File: config.mk
export PLATFORM = sky130hd
export DESIGN_NAME = store_buffer_flat
export DESIGN_NICKNAME = d
export VERILOG_FILES = /design/src/rtl/store_buffer_pkg.sv /design/src/rtl/store_buffer_if.sv /design/src/rtl/store_buffer_align.sv /design/src/rtl/store_buffer.sv /design/src/flat_wrapper.sv
export SDC_FILE = /design/constraint.sdc
export NUM_CORES = 1
export LEC_CHECK = 0
export ABC_CLOCK_PERIOD_IN_PS = 3100
export BUFFER_PORTS_ARGS = -buffer_cell sky130_fd_sc_hd__buf_2
export CAP_MARGIN = 20
export CORE_MARGIN = 2
export CORE_UTILIZATION = 59
export CTS_CLUSTER_DIAMETER = 100
export DETAILED_ROUTE_END_ITERATION = 8
export PLACE_DENSITY = 0.87
export SYNTH_ARGS = -nofsm -noshare
export SYNTH_HDL_FRONTEND = slang
export SYNTH_SLANG_ARGS = --single-unit
export TNS_END_PERCENT = 1
File: constraint.sdc
create_clock -name clk -period 3.1 [get_ports clk]
set_input_delay 0.62 -clock clk [delete_from_list [all_inputs] [get_ports clk]]
set_output_delay 0.62 -clock clk [all_outputs]
set_load 0.03 [all_outputs]
File: src/rtl/store_buffer_pkg.sv
// Shared encodings and entry layout for the store buffer and its align stage.
package store_buffer_pkg;

   localparam int unsigned ADDR_W = 32;
   localparam int unsigned DATA_W = 32;
   localparam int unsigned STRB_W = 4;

   localparam logic [1:0] LEN_BYTE = 2'b00;
   localparam logic [1:0] LEN_HALF = 2'b01;
   localparam logic [1:0] LEN_WORD = 2'b10;

   localparam logic [1:0] SIZE_B = 2'd0;
   localparam logic [1:0] SIZE_H = 2'd1;
   localparam logic [1:0] SIZE_W = 2'd2;

   typedef enum logic {
      ST_IDLE = 1'b0,
      ST_WAIT = 1'b1
   } state_e;

   typedef struct packed {
      logic [ADDR_W-1:0] addr;
      logic [1:0]        size;
      logic [DATA_W-1:0] wdata;
      logic [STRB_W-1:0] wstrb;
   } sb_entry_t;

endpackage

File: src/rtl/store_buffer_if.sv
// Pipeline store port plus sram-like write port of the store buffer.
interface store_buffer_if;
   import store_buffer_pkg::*;

   logic              st_valid;
   logic              st_ready;
   logic [ADDR_W-1:0] st_addr;
   logic [DATA_W-1:0] st_data;
   logic [1:0]        st_length;
   logic              st_ades;
   logic              sb_empty;
   logic              data_req;
   logic              data_wr;
   logic [1:0]        data_size;
   logic [ADDR_W-1:0] data_addr;
   logic [DATA_W-1:0] data_wdata;
   logic [STRB_W-1:0] data_wstrb;
   logic              data_addr_ok;
   logic              data_data_ok;

   modport slave (
      input  st_valid, st_addr, st_data, st_length, data_addr_ok, data_data_ok,
      output st_ready, st_ades, sb_empty, data_req, data_wr, data_size,
             data_addr, data_wdata, data_wstrb
   );

   modport master (
      output st_valid, st_addr, st_data, st_length, data_addr_ok, data_data_ok,
      input  st_ready, st_ades, sb_empty, data_req, data_wr, data_size,
             data_addr, data_wdata, data_wstrb
   );

endinterface

File: src/rtl/store_buffer_align.sv
// Lane replication, byte strobes and misalignment detection for one store.
module store_align
   import store_buffer_pkg::*;
(
   input  logic [ADDR_W-1:0] i_addr,
   input  logic [DATA_W-1:0] i_data,
   input  logic [1:0]        i_length,
   output logic [1:0]        o_size,
   output logic [DATA_W-1:0] o_wdata,
   output logic [STRB_W-1:0] o_wstrb,
   output logic              o_ades
);

   // Word wins over halfword when both length bits are set.
   always_comb begin
      o_size  = SIZE_B;
      o_wdata = {4{i_data[7:0]}};
      o_wstrb = STRB_W'(4'b0001 << i_addr[1:0]);
      o_ades  = 1'b0;
      if (i_length[1]) begin
         o_size  = SIZE_W;
         o_wdata = i_data;
         o_wstrb = 4'b1111;
         o_ades  = |i_addr[1:0];
      end else if (i_length[0]) begin
         o_size  = SIZE_H;
         o_wdata = {2{i_data[15:0]}};
         o_wstrb = i_addr[1] ? 4'b1100 : 4'b0011;
         o_ades  = i_addr[0];
      end
   end

endmodule

File: src/rtl/store_buffer.sv
// Store FIFO draining aligned stores one at a time over an sram-like write port.
module store_buffer
   import store_buffer_pkg::*;
#(
   parameter int unsigned DEPTH = 4
) (
   input  logic          clk,
   input  logic          resetn,
   store_buffer_if.slave sb_if
);

   localparam int unsigned PTR_W = $clog2(DEPTH);
   localparam int unsigned CNT_W = PTR_W + 1;

   sb_entry_t        r_mem [DEPTH];
   logic [PTR_W-1:0] r_wr_ptr;
   logic [PTR_W-1:0] r_rd_ptr;
   logic [CNT_W-1:0] r_count;
   state_e           r_state;
   state_e           w_state_nxt;

   logic              w_full;
   logic              w_empty;
   logic              w_push;
   logic              w_pop;
   logic              w_req;
   logic              w_ades;
   logic [1:0]        w_size;
   logic [DATA_W-1:0] w_wdata;
   logic [STRB_W-1:0] w_wstrb;
   sb_entry_t         w_entry;
   sb_entry_t         w_head;

   store_align u_align (
      .i_addr   (sb_if.st_addr),
      .i_data   (sb_if.st_data),
      .i_length (sb_if.st_length),
      .o_size   (w_size),
      .o_wdata  (w_wdata),
      .o_wstrb  (w_wstrb),
      .o_ades   (w_ades)
   );

   assign w_full  = (r_count == CNT_W'(DEPTH));
   assign w_empty = (r_count == '0);
   // Fullness is taken before any same-cycle pop, so a full buffer never accepts.
   assign w_push  = sb_if.st_valid & ~w_full & ~w_ades;

   always_comb begin
      w_entry       = '0;
      w_entry.addr  = sb_if.st_addr;
      w_entry.size  = w_size;
      w_entry.wdata = w_wdata;
      w_entry.wstrb = w_wstrb;
   end

   always_ff @(posedge clk or negedge resetn) begin
      if (!resetn) begin
         for (int i = 0; i < DEPTH; i++) r_mem[i] <= '0;
      end else if (w_push) begin
         r_mem[r_wr_ptr] <= w_entry;
      end
   end

   always_ff @(posedge clk or negedge resetn) begin
      if (!resetn) begin
         r_wr_ptr <= '0;
         r_rd_ptr <= '0;
         r_count  <= '0;
      end else begin
         if (w_push) r_wr_ptr <= r_wr_ptr + PTR_W'(1);
         if (w_pop)  r_rd_ptr <= r_rd_ptr + PTR_W'(1);
         if (w_push && !w_pop)      r_count <= r_count + CNT_W'(1);
         else if (w_pop && !w_push) r_count <= r_count - CNT_W'(1);
      end
   end

   always_ff @(posedge clk or negedge resetn) begin
      if (!resetn) r_state <= ST_IDLE;
      else         r_state <= w_state_nxt;
   end

   always_comb begin
      w_state_nxt = r_state;
      case (r_state)
         ST_IDLE: if (!w_empty && sb_if.data_addr_ok) w_state_nxt = ST_WAIT;
         ST_WAIT: if (sb_if.data_data_ok)             w_state_nxt = ST_IDLE;
         default: w_state_nxt = ST_IDLE;
      endcase
   end

   always_comb begin
      w_req = 1'b0;
      w_pop = 1'b0;
      case (r_state)
         ST_IDLE: w_req = ~w_empty;
         ST_WAIT: w_pop = sb_if.data_data_ok;
         default: ;
      endcase
   end

   assign w_head = r_mem[r_rd_ptr];

   assign sb_if.st_ready   = ~w_full;
   assign sb_if.st_ades    = sb_if.st_valid & w_ades;
   assign sb_if.sb_empty   = w_empty & (r_state == ST_IDLE);
   assign sb_if.data_req   = w_req;
   assign sb_if.data_wr    = 1'b1;
   assign sb_if.data_size  = w_head.size;
   assign sb_if.data_addr  = w_head.addr;
   assign sb_if.data_wdata = w_head.wdata;
   assign sb_if.data_wstrb = w_head.wstrb;

endmodule

File: src/flat_wrapper.sv
// flat-port wrapper written by rule: the top's interface ports become plain ports
module store_buffer_flat import store_buffer_pkg::*;
#(
   parameter int unsigned DEPTH = 4
)
  (clk, resetn, sb_if_st_valid, sb_if_st_addr, sb_if_st_data, sb_if_st_length, sb_if_data_addr_ok, sb_if_data_data_ok, sb_if_st_ready, sb_if_st_ades, sb_if_sb_empty, sb_if_data_req, sb_if_data_wr, sb_if_data_size, sb_if_data_addr, sb_if_data_wdata, sb_if_data_wstrb);
  store_buffer_if sb_if_i ();
  input  logic clk;
  input  logic resetn;
  input wire logic [$bits(sb_if_i.st_valid)-1:0] sb_if_st_valid;
  input wire logic [$bits(sb_if_i.st_addr)-1:0] sb_if_st_addr;
  input wire logic [$bits(sb_if_i.st_data)-1:0] sb_if_st_data;
  input wire logic [$bits(sb_if_i.st_length)-1:0] sb_if_st_length;
  input wire logic [$bits(sb_if_i.data_addr_ok)-1:0] sb_if_data_addr_ok;
  input wire logic [$bits(sb_if_i.data_data_ok)-1:0] sb_if_data_data_ok;
  output wire logic [$bits(sb_if_i.st_ready)-1:0] sb_if_st_ready;
  output wire logic [$bits(sb_if_i.st_ades)-1:0] sb_if_st_ades;
  output wire logic [$bits(sb_if_i.sb_empty)-1:0] sb_if_sb_empty;
  output wire logic [$bits(sb_if_i.data_req)-1:0] sb_if_data_req;
  output wire logic [$bits(sb_if_i.data_wr)-1:0] sb_if_data_wr;
  output wire logic [$bits(sb_if_i.data_size)-1:0] sb_if_data_size;
  output wire logic [$bits(sb_if_i.data_addr)-1:0] sb_if_data_addr;
  output wire logic [$bits(sb_if_i.data_wdata)-1:0] sb_if_data_wdata;
  output wire logic [$bits(sb_if_i.data_wstrb)-1:0] sb_if_data_wstrb;
  assign sb_if_i.st_valid = sb_if_st_valid;
  assign sb_if_i.st_addr = sb_if_st_addr;
  assign sb_if_i.st_data = sb_if_st_data;
  assign sb_if_i.st_length = sb_if_st_length;
  assign sb_if_i.data_addr_ok = sb_if_data_addr_ok;
  assign sb_if_i.data_data_ok = sb_if_data_data_ok;
  assign sb_if_st_ready = sb_if_i.st_ready;
  assign sb_if_st_ades = sb_if_i.st_ades;
  assign sb_if_sb_empty = sb_if_i.sb_empty;
  assign sb_if_data_req = sb_if_i.data_req;
  assign sb_if_data_wr = sb_if_i.data_wr;
  assign sb_if_data_size = sb_if_i.data_size;
  assign sb_if_data_addr = sb_if_i.data_addr;
  assign sb_if_data_wdata = sb_if_i.data_wdata;
  assign sb_if_data_wstrb = sb_if_i.data_wstrb;
  store_buffer #(.DEPTH(DEPTH)) u_core (.clk(clk), .resetn(resetn), .sb_if(sb_if_i));
endmodule
==> out/metrics.csv <==
stage,metric,value,unit
sta,Final WS setup,0.1610,ns
grt,first-pass GRT wire length,46.43,mm
clocking,CTS buffer count,30,
routing,vias per cell,5.990,
synthesis,mean area per synthesized cell,17.52,um2
sta,fin crit share,94.81,%
sta,final setup vio count,0,
sta,Hold Fails Final Rpt,0,
pwr,Power Density,1226,nW/um2
clocking,root buf cell,clkbuf_16,
placement,IO buf count,144,
sta,RSZ-0062 raised after global routing,no,
floorplan,io pins,146,
run,max-cap viol count,0,
clocking,clock slew at reported path FFs,0.06,ns
synthesis,Post-synth EDFFs,0,
grt,initial antenna violation count,4,
clocking,postcts setup bufs,0,
synthesis,Synth area leaders,"dfrtp_1, mux2_4, mux2_2",
finish,storage element area,7214,um2
placement,dpl ws,0.3944,ns
synthesis,sequential area share after synthesis,52.75,%
routing,number of remaining DRC errors,0,
setup_path,Worst Path Required,2.48,ns
synthesis,ys async rst share,100.0,%
finish,most used cells in the layout excluding fill and tap cells,"dfrtp_1, mux2_2, buf_2",
routing,initial DRC count,460,
placement,post-detail-place hpwl,17.86,mm
floorplan,FP Rows,55,
setup_path,Worst Setup End Kind,primary output,
clocking,CTS tree,yes,
sta,worst slew pin tran,0.6464,ns
hold_path,worst hold path class,in -> async,
pwr,Leak,7.517,nW
synthesis,share of the synthesized area in the top cell type,52.75,%
finish,fillers,1452,
synthesis,prevailing post-synth register cell,dfrtp_1,
sta,Setup Skew,0.01067,ns
clocking,cts hold-fix bufs,0,
grt,GRT Total Usage,24.47,%
floorplan,DIE HEIGHT,156.2,um
grt,GRT overflow,0,
sta,Max Freq,340.3,MHz
sta,setup_tns,0,ns
placement,GP Congestion,0.8434,
setup_path,Crit Path Class,reg -> out,
grt,pin count of the biggest net entering global routing,78,
status,outcome,"finished, final reports clean",
sta,Final Slew Violations,0,
setup_path,CP arrival,2.32,ns
clocking,clk_lat worst skew,0.55,ns
clocking,post-cts sizing count,0,
synthesis,Mapped Area,13660,um2
floorplan,Die W,156.2,um
finish,final net count,1001,
setup_path,peak fanout along the critical path,36,
synthesis,yosys warns,0,
routing,via count,7404,
finish,final core occ,69.23,%
clocking,clk buf depth,3,
setup_path,Worst Setup Start Kind,register,
floorplan,die area,24390,um2
synthesis,syn_nets,857,
routing,Routed Antenna Nets,0,
placement,Placed Cells,1177,
clocking,CTS H-tree depth,1,
sta,Slew Limit Headroom,56.45,%
clocking,CTS sink cnt,288,
finish,Area Overhead vs Synth,15.08,%
finish,"commonest non-fill, non-tap cell in the layout",dfrtp_1,
floorplan,Initial Util,60.16,%
floorplan,core footprint,22710,um2
grt,vias in the first global route,8063,
pwr,Max rail drop VDD,0.0007994,V
routing,total wire length,29.00,mm
finish,area of the multi-input gates,5992,um2
synthesis,Synth cell types,34,
finish,final cell count without fillers,1236,
routing,WL/cell,23.47,um
sta,"Min Clock Period, post-route",2.939,ns
synthesis,Mapped Cells,780,
finish,share of layout cells above drive strength 1,61.92,%
synthesis,synthesized flop and latch total,288,
routing,Initial DRT Pass Iterations,4,
synthesis,largest area contributor in the netlist,dfrtp_1,
sta,Hold Slack,0.06454,ns
## critical path, stage by stage (launching register included)
cell	delay (ns)
dfrtp_4	0.83
buf_12	0.33
mux4_2	0.39
buf_2	0.20
## worst paths after layout
| check | slack [ns] | endpoint | from | cells after the start |
|---|---|---|---|---|
| setup / recovery | 0.16 | sb_if_data_wdata[26] | u_core.r_rd_ptr[1]$_DFFE_PN0P_ | 3 |
| hold / removal | 0.06 | u_core.r_mem[57]$_DFFE_PN0P_ | resetn | 1 |
| setup reg to reg | 0.61 | u_core.r_count[1]$_DFFE_PN0P_ | u_core.r_count[0]$_DFFE_PN0P_ | 7 |
| hold reg to reg | 0.49 | u_core.r_mem[210]$_DFFE_PN0P_ | u_core.r_mem[210]$_DFFE_PN0P_ | 1 |
| max in group asynchronous | 2.24 | u_core.r_mem[178]$_DFFE_PN0P_ | resetn | 2 |
| min in group clk | 0.29 | u_core.r_state$_DFF_PN0_ | sb_if_data_addr_ok | 2 |
## cells by family (layout without fill, tap and decap cells)
kind of cell	after synthesis	in the layout	share of synthesized area (%)
other	1	4	0.02745
AOI/OAI and AO/OA	15	15	0.7510
adders and majority gates	6	6	0.6045
DFF	288	288	52.75
and+or+nand+nor	29	29	1.530
xor gates and xnor gates	6	6	0.3846
muxes	376	376	40.56
buffers and inverters	59	227	3.389
## registers in the layout, indices dropped and copies added (netlist names)
signal,count
u_core.r_mem,280
u_core.r_count,3
u_core.r_rd_ptr,2
u_core.r_wr_ptr,2
u_core.r_state,1
## synth_stat cells, drive strengths merged (4+ instances only)
| cell | number |
|---|---|
| dfrtp | 288 |
| nand4b | 4 |
| xnor2 | 4 |
| nor2 | 4 |
| mux4 | 70 |
| mux2 | 298 |
| o21ai | 9 |
| inv | 6 |
| buf | 42 |
| nand2 | 14 |
| ha | 5 |
| mux2i | 8 |
| clkbuf | 11 |
## metal layers
| metal | share of wire [%] | track usage (%) |
|---|---|---|
| met5 | 0.045 | 0 |
| met4 | 2.2 | 6.422 |
| met3 | 4.6 | 3.667 |
| met2 | 49 | 39.23 |
| met1 | 44 | 35.67 |
## stage by stage
stage	power, W	instance area, um2
2_1_floorplan	0.01327	13660
3_3_place_gp	0.01508	14640
3_5_place_dp	0.01538	14640
4_1_cts	0.01938	15720
5_1_grt	0.02015	15720
6_report	0.01927	15720
## area by class of cell
cell class	instances	area share (%)
flip-flops and latches	288	45.89
inverters	6	0.1432
multi-input cells	433	38.11
clock buffers	36	5.236
clock inverters	20	1.623
diodes	3	0.04775
well taps	285	2.268
repair buffers	165	6.685
## report_power, final
part / internal, W / switching, W / leakage, nW / total (W)
sequential: 0.00565 / 0.00124 / 3.47 / 0.00689
combinational: 0.00440 / 0.00412 / 3.53 / 0.00851
clock: 0.00232 / 0.00155 / 0.517 / 0.00387
total: 0.0124 / 0.00690 / 7.52 / 0.0193
Note: power is estimated with default switching activity, not from simulation.
